## config.mk

```make
export PLATFORM = sky130hd
export DESIGN_NAME = pipe_minmax_reduce
export DESIGN_NICKNAME = d
export VERILOG_FILES = /design/src/rtl/pipe_minmax_node.sv /design/src/rtl/pipe_minmax_reduce.sv
export SDC_FILE = /design/constraint.sdc
export NUM_CORES = 1
export LEC_CHECK = 0
export ABC_AREA = 1
export BUFFER_PORTS_ARGS = -buffer_cell sky130_fd_sc_hd__buf_4
export CORE_UTILIZATION = 62
export CTS_CLUSTER_DIAMETER = 50
export CTS_CLUSTER_SIZE = 20
export DETAILED_ROUTE_END_ITERATION = 8
export GPL_TIMING_DRIVEN = 1
export PLACE_DENSITY = 0.85
export SYNTH_ARGS = -nofsm -noshare
export SYNTH_HDL_FRONTEND = slang
export SYNTH_SLANG_ARGS = --single-unit
```

## constraint.sdc

```tcl
create_clock -name clk -period 3.8 [get_ports clk]
set_clock_uncertainty 0.05 [all_clocks]
set_input_delay 0.19 -clock clk [delete_from_list [all_inputs] [get_ports clk]]
set_output_delay 0.19 -clock clk [all_outputs]
set_load 0.03 [all_outputs]
```

## src/rtl/pipe_minmax_node.sv

```systemverilog
// pipe_minmax_node: combinational merge of two partial min/max records.
// The left child always covers the lower input indices, so strict compares
// make ties resolve toward the lowest index for both min and max.
module pipe_minmax_node #(
    parameter int p_nbits = 8,
    parameter int p_nidx  = 2
) (
    input  logic               sgn,
    input  logic [p_nbits-1:0] l_min,
    input  logic [p_nbits-1:0] l_max,
    input  logic [p_nidx-1:0]  l_min_idx,
    input  logic [p_nidx-1:0]  l_max_idx,
    input  logic [p_nbits-1:0] r_min,
    input  logic [p_nbits-1:0] r_max,
    input  logic [p_nidx-1:0]  r_min_idx,
    input  logic [p_nidx-1:0]  r_max_idx,
    output logic [p_nbits-1:0] m_min,
    output logic [p_nbits-1:0] m_max,
    output logic [p_nidx-1:0]  m_min_idx,
    output logic [p_nidx-1:0]  m_max_idx
);

    // One extra bit lets a single signed comparator serve both modes.
    function automatic logic less_than(input logic [p_nbits-1:0] a,
                                       input logic [p_nbits-1:0] b,
                                       input logic s);
        logic signed [p_nbits:0] ea;
        logic signed [p_nbits:0] eb;
        ea = s ? {a[p_nbits-1], a} : {1'b0, a};
        eb = s ? {b[p_nbits-1], b} : {1'b0, b};
        return ea < eb;
    endfunction

    // Pick the right child only when it strictly wins.
    always_comb begin
        m_min     = l_min;
        m_min_idx = l_min_idx;
        m_max     = l_max;
        m_max_idx = l_max_idx;
        if (less_than(r_min, l_min, sgn)) begin
            m_min     = r_min;
            m_min_idx = r_min_idx;
        end
        if (less_than(l_max, r_max, sgn)) begin
            m_max     = r_max;
            m_max_idx = r_max_idx;
        end
    end

endmodule

```

## src/rtl/pipe_minmax_reduce.sv

```systemverilog
// pipe_minmax_reduce: pipelined min/max/argmin/argmax reduction tree.
// One register level per tree level; latency is log2(p_ninputs) cycles.
// All records of one level belong to the same vector, so the compare mode
// is carried as a single bit per level next to the valid bit.
module pipe_minmax_reduce #(
    parameter  int p_nbits   = 8,
    parameter  int p_ninputs = 4,
    localparam int p_nidx    = $clog2(p_ninputs)
) (
    input  logic                         clk,
    input  logic                         reset,
    input  logic                         in_val,
    input  logic                         in_signed,
    input  logic [p_ninputs*p_nbits-1:0] in_,
    output logic                         out_val,
    output logic [p_nbits-1:0]           min,
    output logic [p_nbits-1:0]           max,
    output logic [p_nidx-1:0]            min_idx,
    output logic [p_nidx-1:0]            max_idx
);

    logic [p_nbits-1:0] leaf_val [p_ninputs];
    logic [p_nidx-1:0]  leaf_idx [p_ninputs];

    // Leaf records; data is forced to zero on idle cycles so X never reaches the tree.
    always_comb begin
        for (int i = 0; i < p_ninputs; i++) begin
            leaf_val[i] = in_val ? in_[i*p_nbits +: p_nbits] : '0;
            leaf_idx[i] = p_nidx'(i);
        end
    end

    for (genvar k = 1; k <= p_nidx; k++) begin : g_lvl
        localparam int n_nodes = p_ninputs >> k;

        logic               c_val;
        logic               c_sgn;
        logic [p_nbits-1:0] c_min     [2*n_nodes];
        logic [p_nbits-1:0] c_max     [2*n_nodes];
        logic [p_nidx-1:0]  c_min_idx [2*n_nodes];
        logic [p_nidx-1:0]  c_max_idx [2*n_nodes];

        logic [p_nbits-1:0] m_min     [n_nodes];
        logic [p_nbits-1:0] m_max     [n_nodes];
        logic [p_nidx-1:0]  m_min_idx [n_nodes];
        logic [p_nidx-1:0]  m_max_idx [n_nodes];

        logic               q_val;
        logic [p_nbits-1:0] q_min     [n_nodes];
        logic [p_nbits-1:0] q_max     [n_nodes];
        logic [p_nidx-1:0]  q_min_idx [n_nodes];
        logic [p_nidx-1:0]  q_max_idx [n_nodes];

        if (k == 1) begin : g_src
            // First level reads the leaves straight from the input vector.
            always_comb begin
                c_val = in_val;
                c_sgn = in_val & in_signed;
                for (int i = 0; i < 2*n_nodes; i++) begin
                    c_min[i]     = leaf_val[i];
                    c_max[i]     = leaf_val[i];
                    c_min_idx[i] = leaf_idx[i];
                    c_max_idx[i] = leaf_idx[i];
                end
            end
        end else begin : g_src
            // Deeper levels read the previous level's registers.
            always_comb begin
                c_val     = g_lvl[k-1].q_val;
                c_sgn     = g_lvl[k-1].g_sgn.q_sgn;
                c_min     = g_lvl[k-1].q_min;
                c_max     = g_lvl[k-1].q_max;
                c_min_idx = g_lvl[k-1].q_min_idx;
                c_max_idx = g_lvl[k-1].q_max_idx;
            end
        end

        for (genvar j = 0; j < n_nodes; j++) begin : g_node
            pipe_minmax_node #(
                .p_nbits (p_nbits),
                .p_nidx  (p_nidx)
            ) u_node (
                .sgn       (c_sgn),
                .l_min     (c_min[2*j]),
                .l_max     (c_max[2*j]),
                .l_min_idx (c_min_idx[2*j]),
                .l_max_idx (c_max_idx[2*j]),
                .r_min     (c_min[2*j+1]),
                .r_max     (c_max[2*j+1]),
                .r_min_idx (c_min_idx[2*j+1]),
                .r_max_idx (c_max_idx[2*j+1]),
                .m_min     (m_min[j]),
                .m_max     (m_max[j]),
                .m_min_idx (m_min_idx[j]),
                .m_max_idx (m_max_idx[j])
            );
        end

        // Valid advances every cycle; data only moves with a valid vector.
        always_ff @(posedge clk) begin
            if (reset) begin
                q_val <= 1'b0;
                for (int j = 0; j < n_nodes; j++) begin
                    q_min[j]     <= '0;
                    q_max[j]     <= '0;
                    q_min_idx[j] <= '0;
                    q_max_idx[j] <= '0;
                end
            end else begin
                q_val <= c_val;
                if (c_val) begin
                    for (int j = 0; j < n_nodes; j++) begin
                        q_min[j]     <= m_min[j];
                        q_max[j]     <= m_max[j];
                        q_min_idx[j] <= m_min_idx[j];
                        q_max_idx[j] <= m_max_idx[j];
                    end
                end
            end
        end

        if (k < p_nidx) begin : g_sgn
            logic q_sgn;
            // Compare mode follows its vector; the last level has no consumer for it.
            always_ff @(posedge clk) begin
                if (reset) begin
                    q_sgn <= 1'b0;
                end else if (c_val) begin
                    q_sgn <= c_sgn;
                end
            end
        end
    end

    assign out_val = g_lvl[p_nidx].q_val;
    assign min     = g_lvl[p_nidx].q_min[0];
    assign max     = g_lvl[p_nidx].q_max[0];
    assign min_idx = g_lvl[p_nidx].q_min_idx[0];
    assign max_idx = g_lvl[p_nidx].q_max_idx[0];

endmodule
```

==> run metrics, run 1 <==
status completed; final setup fails 0; initial antenna violation count 0; die height 82.40 um; GR Overflow Total 0; commonest cells in the netlist nand2_1 (152), inv_1 (92), nor2_1 (67), nand3_1 (41), dfxtp_1 (40); n_diodes 0; H-tree lvl count 3; DRC violations left 0; first-pass GRT wire length 16,510 um; unique cell type count in the Yosys netlist 34; post-synthesis cell count 571; via count 3,860; Syn Area/Cell 7.019 sq um; root buffer cell clkbuf_8; fin. max-slew vios 0; Post-DP HPWL 7513 um; fmax 396.7 MHz; pre-CTS setup slack 1.062 ns; unrepaired setup endpoints after global routing false; setup TNS 0 ns; post-synth net total 635; Layout area overhead 15.05%; initial core utilization 0.6612; EDFF count, synth 20; Relative slew margins 0.1687; Avg WL per Cell 14.34 um; Seq/Total Area, Yosys 0.3497; largest net degree at the start of global routing 46; layout cells sized above 1 0.1776; Antenna Nets Post-Route 0; Setup crit start kind flip-flop; vias in the first global route 3,528; Clock Latency Late Sink 0.34 ns; drt pass-1 iters 4; fin util 0.7607; Clock transition at path regs 0.07 ns; port buffer count 56; Crit path arrival time 2.56 ns; Synth area leader dfxtp_1; Synth Cell Area 4008 sq um; Die ar. 6790 sq um; count leader, synth nand2_1; placed cell area 4419 sq um; die width 82.40 um; Hold Crit Class in -> reg; TritonCTS buffer count 9; Period minus WS final 2.521 ns; Syn. warnings 0; final worst setup slack 1.279 ns; core area 6061 sq um; Pwr Density 426.9 nW/um^2; Tcrit/Tclk final 0.6634; NumNets Final 684; Synth top area share 0.1998; main area contributors after synthesis dfxtp_1 (20%), edfxtp_1 (15%), nand2_1 (14%); CTS Buffer Depth 2; Worst Tran Pin Value 1.242 ns; Setup Crit Path Kind reg -> reg; Rows 28; P_leak 2.552 nW; routability congestion estimate from global placement 0.9980; Critical Path Fanout Max 13; postcts setup bufs 0; dominant synthesized flop cell dfxtp_1; Final Hold Viols 0; FILL cells 487; fraction of registers with async set/reset 0; DRT iter0 DRCs 265; final wirelength 10,040 um; DR vias/cell 5.514; PnR Total Power 0.001968 W; final instance area 4611 sq um; # IOs 57; CTS tree yes; number of synthesized register bits 60; crit end category flip-flop; post-CTS resize count 0; Worst VDD drop 0.0003055 V; Hold Buf Count CTS 0; WP data required 3.84 ns; Clock Sinks 60; MaxCap Viol Count 0; Tot GR Track Use 0.3273
-- cells by family (layout without fill, tap and decap cells) --
logic type / Yosys count / count (layout) / share of synthesized area
DFF: 60 / 60 / 0.3497
buffers and inverters: 117 / 171 / 0.1202
AOI/OAI and AO/OA: 59 / 59 / 0.08992
and+or+nand+nor: 307 / 307 / 0.3528
adders and majority gates: 28 / 28 / 0.08742
-- report_power, final --
part           internal [W]  switching, W  total [W]
Combinational      0.000216      0.000415   0.000632
Sequential         0.000730     0.0000464   0.000776
Clock              0.000299      0.000262   0.000560
-- worst paths after layout --
path	from	to	slack, ns	depth (start not counted)
setup reg to reg	g_lvl[1].q_max[6]$_SDFFE_PP0P_	g_lvl[2].q_max[0][2]$_SDFFCE_PN0P_	1.28	10
setup / recovery	g_lvl[1].q_max[6]$_SDFFE_PP0P_	g_lvl[2].q_max[0][2]$_SDFFCE_PN0P_	1.28	10
hold reg to reg	g_lvl[1].g_sgn.q_sgn$_SDFFE_PP0P_	g_lvl[1].g_sgn.q_sgn$_SDFFE_PP0P_	0.42	2
hold / removal	in_[6]	g_lvl[1].q_max[14]$_SDFFE_PP0P_	0.04	3
-- worst max-delay path, cell delays in order, from the launching register on --
cell	delay [ns]
dfxtp_1	0.39
inv_1	0.08
ha_1	0.31
a21oi_1	0.23
o21bai_1	0.12
nor2_1	0.15
nand3b_1	0.11
nand2_1	0.36
inv_1	0.23
nor2_1	0.18
nor2_1	0.06
-- layout make-up --
type	instances	area [sq um]	area share
Clock buffer	9	123.9	0.02687
Inverter	97	364.1	0.07897
Timing Repair Buffer	58	435.4	0.09444
Clock inverter	7	67.56	0.01465
Multi-Input combinational cell	394	2125	0.4608
Sequential cell	60	1401	0.3039
Tap cell	75	93.84	0.02035
-- metal layers --
| metal | part of all wire | vias to the layer above | track usage |
|---|---|---|---|
| met5 | 0 | - | 0 |
| met4 | 0.027 | 0 | 0.1368 |
| met3 | 0.066 | 27 | 0.06703 |
| met2 | 0.46 | 155 | 0.5281 |
| met1 | 0.45 | 1769 | 0.4233 |
| li1 | - | 1909 | - |
-- cells in the final DEF (no fill, tap or decap), types with 5 or more instances in the layout --
cell type and count:
nand2_1 152, inv_1 92, nor2_1 67, buf_4 58, nand3_1 41, dfxtp_1 40, ha_1 28, edfxtp_1 20
a21oi_1 18, o21ai_1 16, o21ai_0 11, nand4_1 9, clkbuf_8 9, nand2_2 8, nand3b_1 7, o211ai_2 6
nor2_2 5
-- registers in the layout, summed over array words and instances, names as in the netlist --
| name | cells |
|---|---|
| g_lvl.g_sgn.q_sgn | 1 |
| g_lvl.q_max | 24 |
| g_lvl.q_max_idx | 4 |
| g_lvl.q_min | 24 |
| g_lvl.q_min_idx | 5 |
| g_lvl.q_val | 1 |
| out_val | 1 |
-- through the flow --
stage	cells	hold WS (ns)
2_1_floorplan	571	0.2749
6_report	700	0.04255
3_5_place_dp	684	0.3876
3_3_place_gp	684	0.3793
4_1_cts	700	0.03946
5_1_grt	700	0.04635
Note: power is estimated with default switching activity, not from simulation.
==> run 2, diff against run 1 <==
Settings changed: CORE_UTILIZATION 62 to 52, PLACE_DENSITY 0.85 to 0.76.
Clock period 3.8 ns to 2.2 ns, I/O delays scaled along.
==> run metrics, run 2 (synthesis gave the netlist of run 1 again) <==
final wirelength 10,860 um (+8.2%); MaxCap Viol Count 0 (unchanged); Period minus WS final 2.114 ns (-0.4071 ns); port buffer count 56 (unchanged); Worst Min Path Start in_signed; Layout area overhead 27.66%; Rows 31 (+11%); Worst VDD drop 0.0003109 V (+1.7%); DRT iter0 DRCs 318 (+20%); Final Hold Viols 0 (unchanged); Avg WL per Cell 14.25 um (-0.64%); fin. max-slew vios 0 (unchanged); core area 7370 sq um (+22%); Relative slew margins 0.5652 (+0.3965); initial core utilization 0.5438 (-0.1174); FILL cells 622 (+28%); commonest non-fill, non-tap cell in the layout nand2_1; Tcrit/Tclk final 0.9607 (+0.2974); Clock transition at path regs 0.07 ns (about the same); Seq. cell area 1406 sq um (+0.36%); TritonCTS buffer count 9 (unchanged); fmax 473.1 MHz (+19%); die width 89.79 um (+9.0%); die height 89.79 um (+9.0%); DR vias/cell 5.209 (-5.5%); Pwr Density 691.8 nW/um^2 (+62%); # IOs 57 (unchanged); crit end category flip-flop; n_diodes 0 (unchanged); DRC violations left 0 (unchanged); Clock Sinks 60 (unchanged); final setup fails 0 (unchanged); Critical Path Fanout Max 7 (-6); layout cells sized above 1 0.2489 (+0.07127); vias in the first global route 3,652 (+3.5%); Antenna Nets Post-Route 0 (unchanged); routability congestion estimate from global placement 0.8951 (-10%); final instance area 5116 sq um (+11%); drt pass-1 iters 5 (+1); via count 3,969 (+2.8%); status completed; Die ar. 8062 sq um (+19%); Setup crit start kind flip-flop; CTS Buffer Depth 2 (unchanged); Setup Crit Path Kind reg -> reg; H-tree lvl count 3 (unchanged); multi-input logic area 2290 sq um (+7.8%); Post-DP HPWL 8168 um (+8.7%); largest registers g_lvl.q_max (24), g_lvl.q_min (24), g_lvl.q_min_idx (5); Crit path arrival time 2.15 ns (-0.41 ns); initial antenna violation count 0 (unchanged); Clock Latency Late Sink 0.33 ns (about the same); P_leak 2.773 nW (+8.6%); CP startpoint g_lvl[1].q_max[4]$_SDFFE_PP0P_; Worst Tran Pin Value 0.6515 ns (-0.5908 ns); placed cell area 4692 sq um (+6.2%); WP data required 2.23 ns (-1.61 ns); Hold Crit Class in -> reg; Tot GR Track Use 0.2665 (-0.06078); root buffer cell clkbuf_8; GR Overflow Total 0 (unchanged); NumNets Final 722 (+5.6%); largest net degree at the start of global routing 35 (-24%); most frequent cells in the layout nand2_1 (147), inv_1 (90), buf_4 (85); Worst R2R Start g_lvl[1].q_max[4]$_SDFFE_PP0P_; PnR Total Power 0.003539 W (+80%); first-pass GRT wire length 17,080 um (+3.4%); CTS tree yes
[run 2: cell types whose count changed in the layout (fill, tap and decap cells not counted), moves of 4 or more]
cell / change
dfxtp_2: +4
buf_4: +27
ha_1: -5
nand2_1: -5
dlygate4sd3_1: +4
dfxtp_1: -4
ha_4: +5
[run 2: layer usage]
layer | routed length [um] | share of wire | up-vias | track usage
li1 | - | - | 1984 | -
met1 | 5022 | 0.46 | 1809 | 0.3525
met2 | 4932 | 0.45 | 154 | 0.4385
met3 | 670 | 0.062 | 22 | 0.04399
met4 | 231 | 0.021 | 0 | 0.09563
met5 | 0 | 0 | - | 0
[run 2: stage by stage]
stage	std cells	setup TNS, ns	setup WS [ns]	hold slack (ns)	utilization
finish	762	0	0.08638	0.1433	0.6942
global route	762	-0.03710	-0.03520	0.1534	0.6942
CTS	752	0	0.01373	0.1315	0.6669
detailed placement	732	-0.3587	-0.04999	0.3174	0.6367
global placement	732	0	0.01700	0.3084	0.6367
floorplan	571	0	0.006978	0.1949	-
[run 2: area by class of cell]
| cell class | count | area share |
|---|---|---|
| tap | 99 | 0.02421 |
| clock buffer | 14 | 0.03375 |
| clock inverter | 2 | 0.001956 |
| inverter | 97 | 0.07117 |
| timing repair buffer | 93 | 0.1465 |
| multi-input combinational | 397 | 0.4475 |
| sequential | 60 | 0.2749 |
[run 2: final timing paths]
path                            slack (ns)                                 end  depth (start not counted)
worst max-delay path                  0.09  g_lvl[2].q_max[0][0]$_SDFFCE_PN0P_                         12
worst min register to register        0.41   g_lvl[1].g_sgn.q_sgn$_SDFFE_PP0P_                          2
worst min-delay path                  0.14   g_lvl[1].g_sgn.q_sgn$_SDFFE_PP0P_                          4
worst max register to register        0.09  g_lvl[2].q_max[0][0]$_SDFFCE_PN0P_                         12
[run 2: report_power, final]
group / switching, W / total (W) / internal, W
Sequential: 0.0000772 / 0.00134 / 0.00126
Clock: 0.000405 / 0.000904 / 0.000499
Combinational: 0.000785 / 0.00130 / 0.000511
[run 2: what timing repair did]
item,in CTS,in global routing
hold buffers,4,0
resized for setup,0,24
endpoints found under the setup margin,0,34
buffers inserted,0,8
endpoints found under the hold margin,6,0
[run 2: worst max-delay path, stage by stage, from the launching register on]
cell and delay [ns]:
dfxtp_2 0.33, inv_1 0.18, ha_4 0.24, a21oi_1 0.15, o21a_1 0.15, nor2_1 0.05, nor2_1 0.13, nand2_1 0.07
nand2_1 0.06, nand2_1 0.08, buf_4 0.17, o21ai_0 0.14, nor2_1 0.06
==> run 3, diff against run 2 <==
Settings changed: PLACE_DENSITY 0.76 to 0.74.
==> run metrics, run 3 (synthesis gave the netlist of run 1 again) <==
TritonCTS buffer count 9 (unchanged); FILL cells 652 (+4.8%); Clock transition at path regs 0.07 ns (about the same); initial core utilization 0.5438 (unchanged); port buffer count 56 (unchanged); Rows 31 (unchanged); # IOs 57 (unchanged); Worst R2R Start g_lvl[1].q_min[11]$_SDFFE_PP0P_; crit end category flip-flop; Hold Crit Class in -> reg; Int Power 0.002260 W (-0.52%); Layout area overhead 24.91%; Crit-path slowest cell dfxtp_1; via count 3,903 (-1.7%); DR vias/cell 5.170 (-0.75%); placed cell area 4672 sq um (-0.43%); Hold Path End g_lvl[1].g_sgn.q_sgn$_SDFFE_PP0P_; Setup crit start kind flip-flop; MaxCap Viol Count 0 (unchanged); final instance area 5006 sq um (-2.2%); Setup Crit Path Kind reg -> reg; GR Util met3 0.04822 (+0.004230); Antenna Nets Post-Route 0 (unchanged); switching part of the total power 0.3623 (+0.004243); Final Hold Viols 0 (unchanged); Clock Latency Late Sink 0.34 ns (about the same); Pwr Density 708.0 nW/um^2 (+2.3%); Crit path arrival time 2.10 ns (-0.05 ns); Die ar. 8062 sq um (unchanged); vias in the first global route 3,590 (-1.7%); part of the power in registers 0.378 (about the same); worst r2r dst g_lvl[2].q_min[0][6]$_SDFFCE_PN0P_; worst-path cell chain inv_1 > ha_1 > nand2_1 > o21a_1 > nor2_1 > nor2_1 > nand2_1 > nand2_1 > nand2_2 > buf_4 > o21ai_0 > nor2_1; die height 89.79 um (unchanged); Tot GR Track Use 0.2684 (+0.001963); grt met2 use 0.4481 (+0.009615); drt pass-1 iters 5 (unchanged); busiest grt layer met2; final wirelength 10,470 um (-3.6%); Hold Crit Depth 3 (-1); DRC violations left 0 (unchanged); core area 7370 sq um (unchanged); Worst VDD drop 0.0004311 V (+39%); NumNets Final 715 (-0.97%); Clock Sinks 60 (unchanged); Worst Tran Pin Value 0.3616 ns (-0.2899 ns); CTS tree yes; most frequent cells in the layout nand2_1 (147), inv_1 (88), buf_4 (82); die width 89.79 um (unchanged); CTS Buffer Depth 2 (unchanged); net switching power 0.001284 W (+1.3%); fin cells 755 (-0.92%); Avg WL per Cell 13.87 um (-2.7%); status completed; Cells after DPL 731 (-0.14%); largest registers g_lvl.q_max (24), g_lvl.q_min (24), g_lvl.q_min_idx (5); P_leak 2.726 nW (-1.7%); CP peak stage delay 0.39 ns (+0.06 ns); Critical Path Fanout Max 7 (unchanged); root buffer cell clkbuf_8; clock power share 0.272 (+0.017); Combinational Power Share 0.351 (-0.015); initial antenna violation count 0 (unchanged); Tcrit/Tclk final 0.9340 (-0.02671); Reg2Reg Depth 12 (unchanged); met1 usage 0.3403 (-0.01226); DRT iter0 DRCs 254 (-20%); Period minus WS final 2.055 ns (-0.05876 ns); Relative slew margins 0.7589 (+0.1938); CP bufs+invs 2 (unchanged); GR Overflow Total 0 (unchanged); cell count along the critical path 12 (unchanged); first-pass GRT wire length 17,240 um (+0.93%); final setup fails 0 (unchanged); unrepaired setup endpoints after global routing false; commonest non-fill, non-tap cell in the layout nand2_1; Top delay family on crit path simple AND/OR/NAND/NOR gates; Post-DP HPWL 7993 um (-2.1%); n_diodes 0 (unchanged); H-tree lvl count 3 (unchanged); fmax 486.6 MHz (+2.9%); routability congestion estimate from global placement 0.9683 (+8.2%); largest net degree at the start of global routing 35 (unchanged); layout cells sized above 1 0.2393 (-0.009540); WP data required 2.25 ns (+0.02 ns); fin. max-slew vios 0 (unchanged); Worst Min Path Start in_signed; R2R setup slack 0.15 ns (+0.06 ns)
run 3: worst max path at each step:
| stage | endpoint | slack, ns | startpoint |
|---|---|---|---|
| 2_1_floorplan | g_lvl[1].q_min[15]$_SDFFE_PP0P_ | 0.007 | in_val |
| 3_3_place_gp | g_lvl[1].q_max[8]$_SDFFE_PP0P_ | -0.03 | in_val |
| 3_5_place_dp | g_lvl[1].q_max[14]$_SDFFE_PP0P_ | -0.1 | in_val |
| 4_1_cts | g_lvl[1].q_max[14]$_SDFFE_PP0P_ | 0.01 | in_[6] |
| 5_1_grt | g_lvl[1].q_max[3]$_SDFFE_PP0P_ | 0.02 | in_val |
| 6_report | g_lvl[2].q_min[0][6]$_SDFFCE_PN0P_ | 0.15 | g_lvl[1].q_min[11]$_SDFFE_PP0P_ |
run 3: cell type report:
cell class	instances	area (sq um)	share of cell area
flip-flops and latches	60	1405	0.2807
clock buffers	9	123.9	0.02474
well taps	99	123.9	0.02474
inverters	97	364.1	0.07273
repair buffers	88	691.9	0.1382
clock inverters	7	67.56	0.01350
multi-input cells	395	2230	0.4454
run 3: power groups by stage:
stage | Combinational [W] | Sequential (W) | Clock (W)
finish | 0.00124 | 0.00134 | 0.000962
global route | 0.00138 | 0.00135 | 0.00102
CTS | 0.00118 | 0.00134 | 0.000970
detailed placement | 0.00116 | 0.00136 | 0
global placement | 0.00113 | 0.00136 | 0
floorplan | 0.000765 | 0.00141 | 0
run 3: tightest hold or removal path: stages:
cell	delay, ns
buf_4	0.12
nand2_4	0.09
a21oi_1	0.08
run 3: what timing repair did:
item,in CTS,in global routing
endpoints found under the setup margin,0,29
endpoints found under the hold margin,9,0
gates resized for setup,0,21
hold buffers,4,0
buffers inserted,0,5
run 3: per-layer routing:
metal,vias to the layer above,share of wire
li1,1964,-
met1,1783,0.44
met2,136,0.47
met3,20,0.057
met4,0,0.030
met5,-,0
run 3: stage by stage:
step                      total power (W)   TNS, ns    util  hold slack [ns]  setup slack, ns
final                            0.003544         0  0.6793          0.06577           0.1451
after global routing             0.003754         0  0.6793          0.08299          0.01805
after CTS                        0.003489         0  0.6654          0.04926          0.01233
after detailed placement         0.002526    -1.590  0.6340           0.3087         -0.09692
after global placement           0.002487  -0.05007  0.6340           0.3029         -0.03405
after floorplan                  0.002171         0       -           0.1949         0.006978
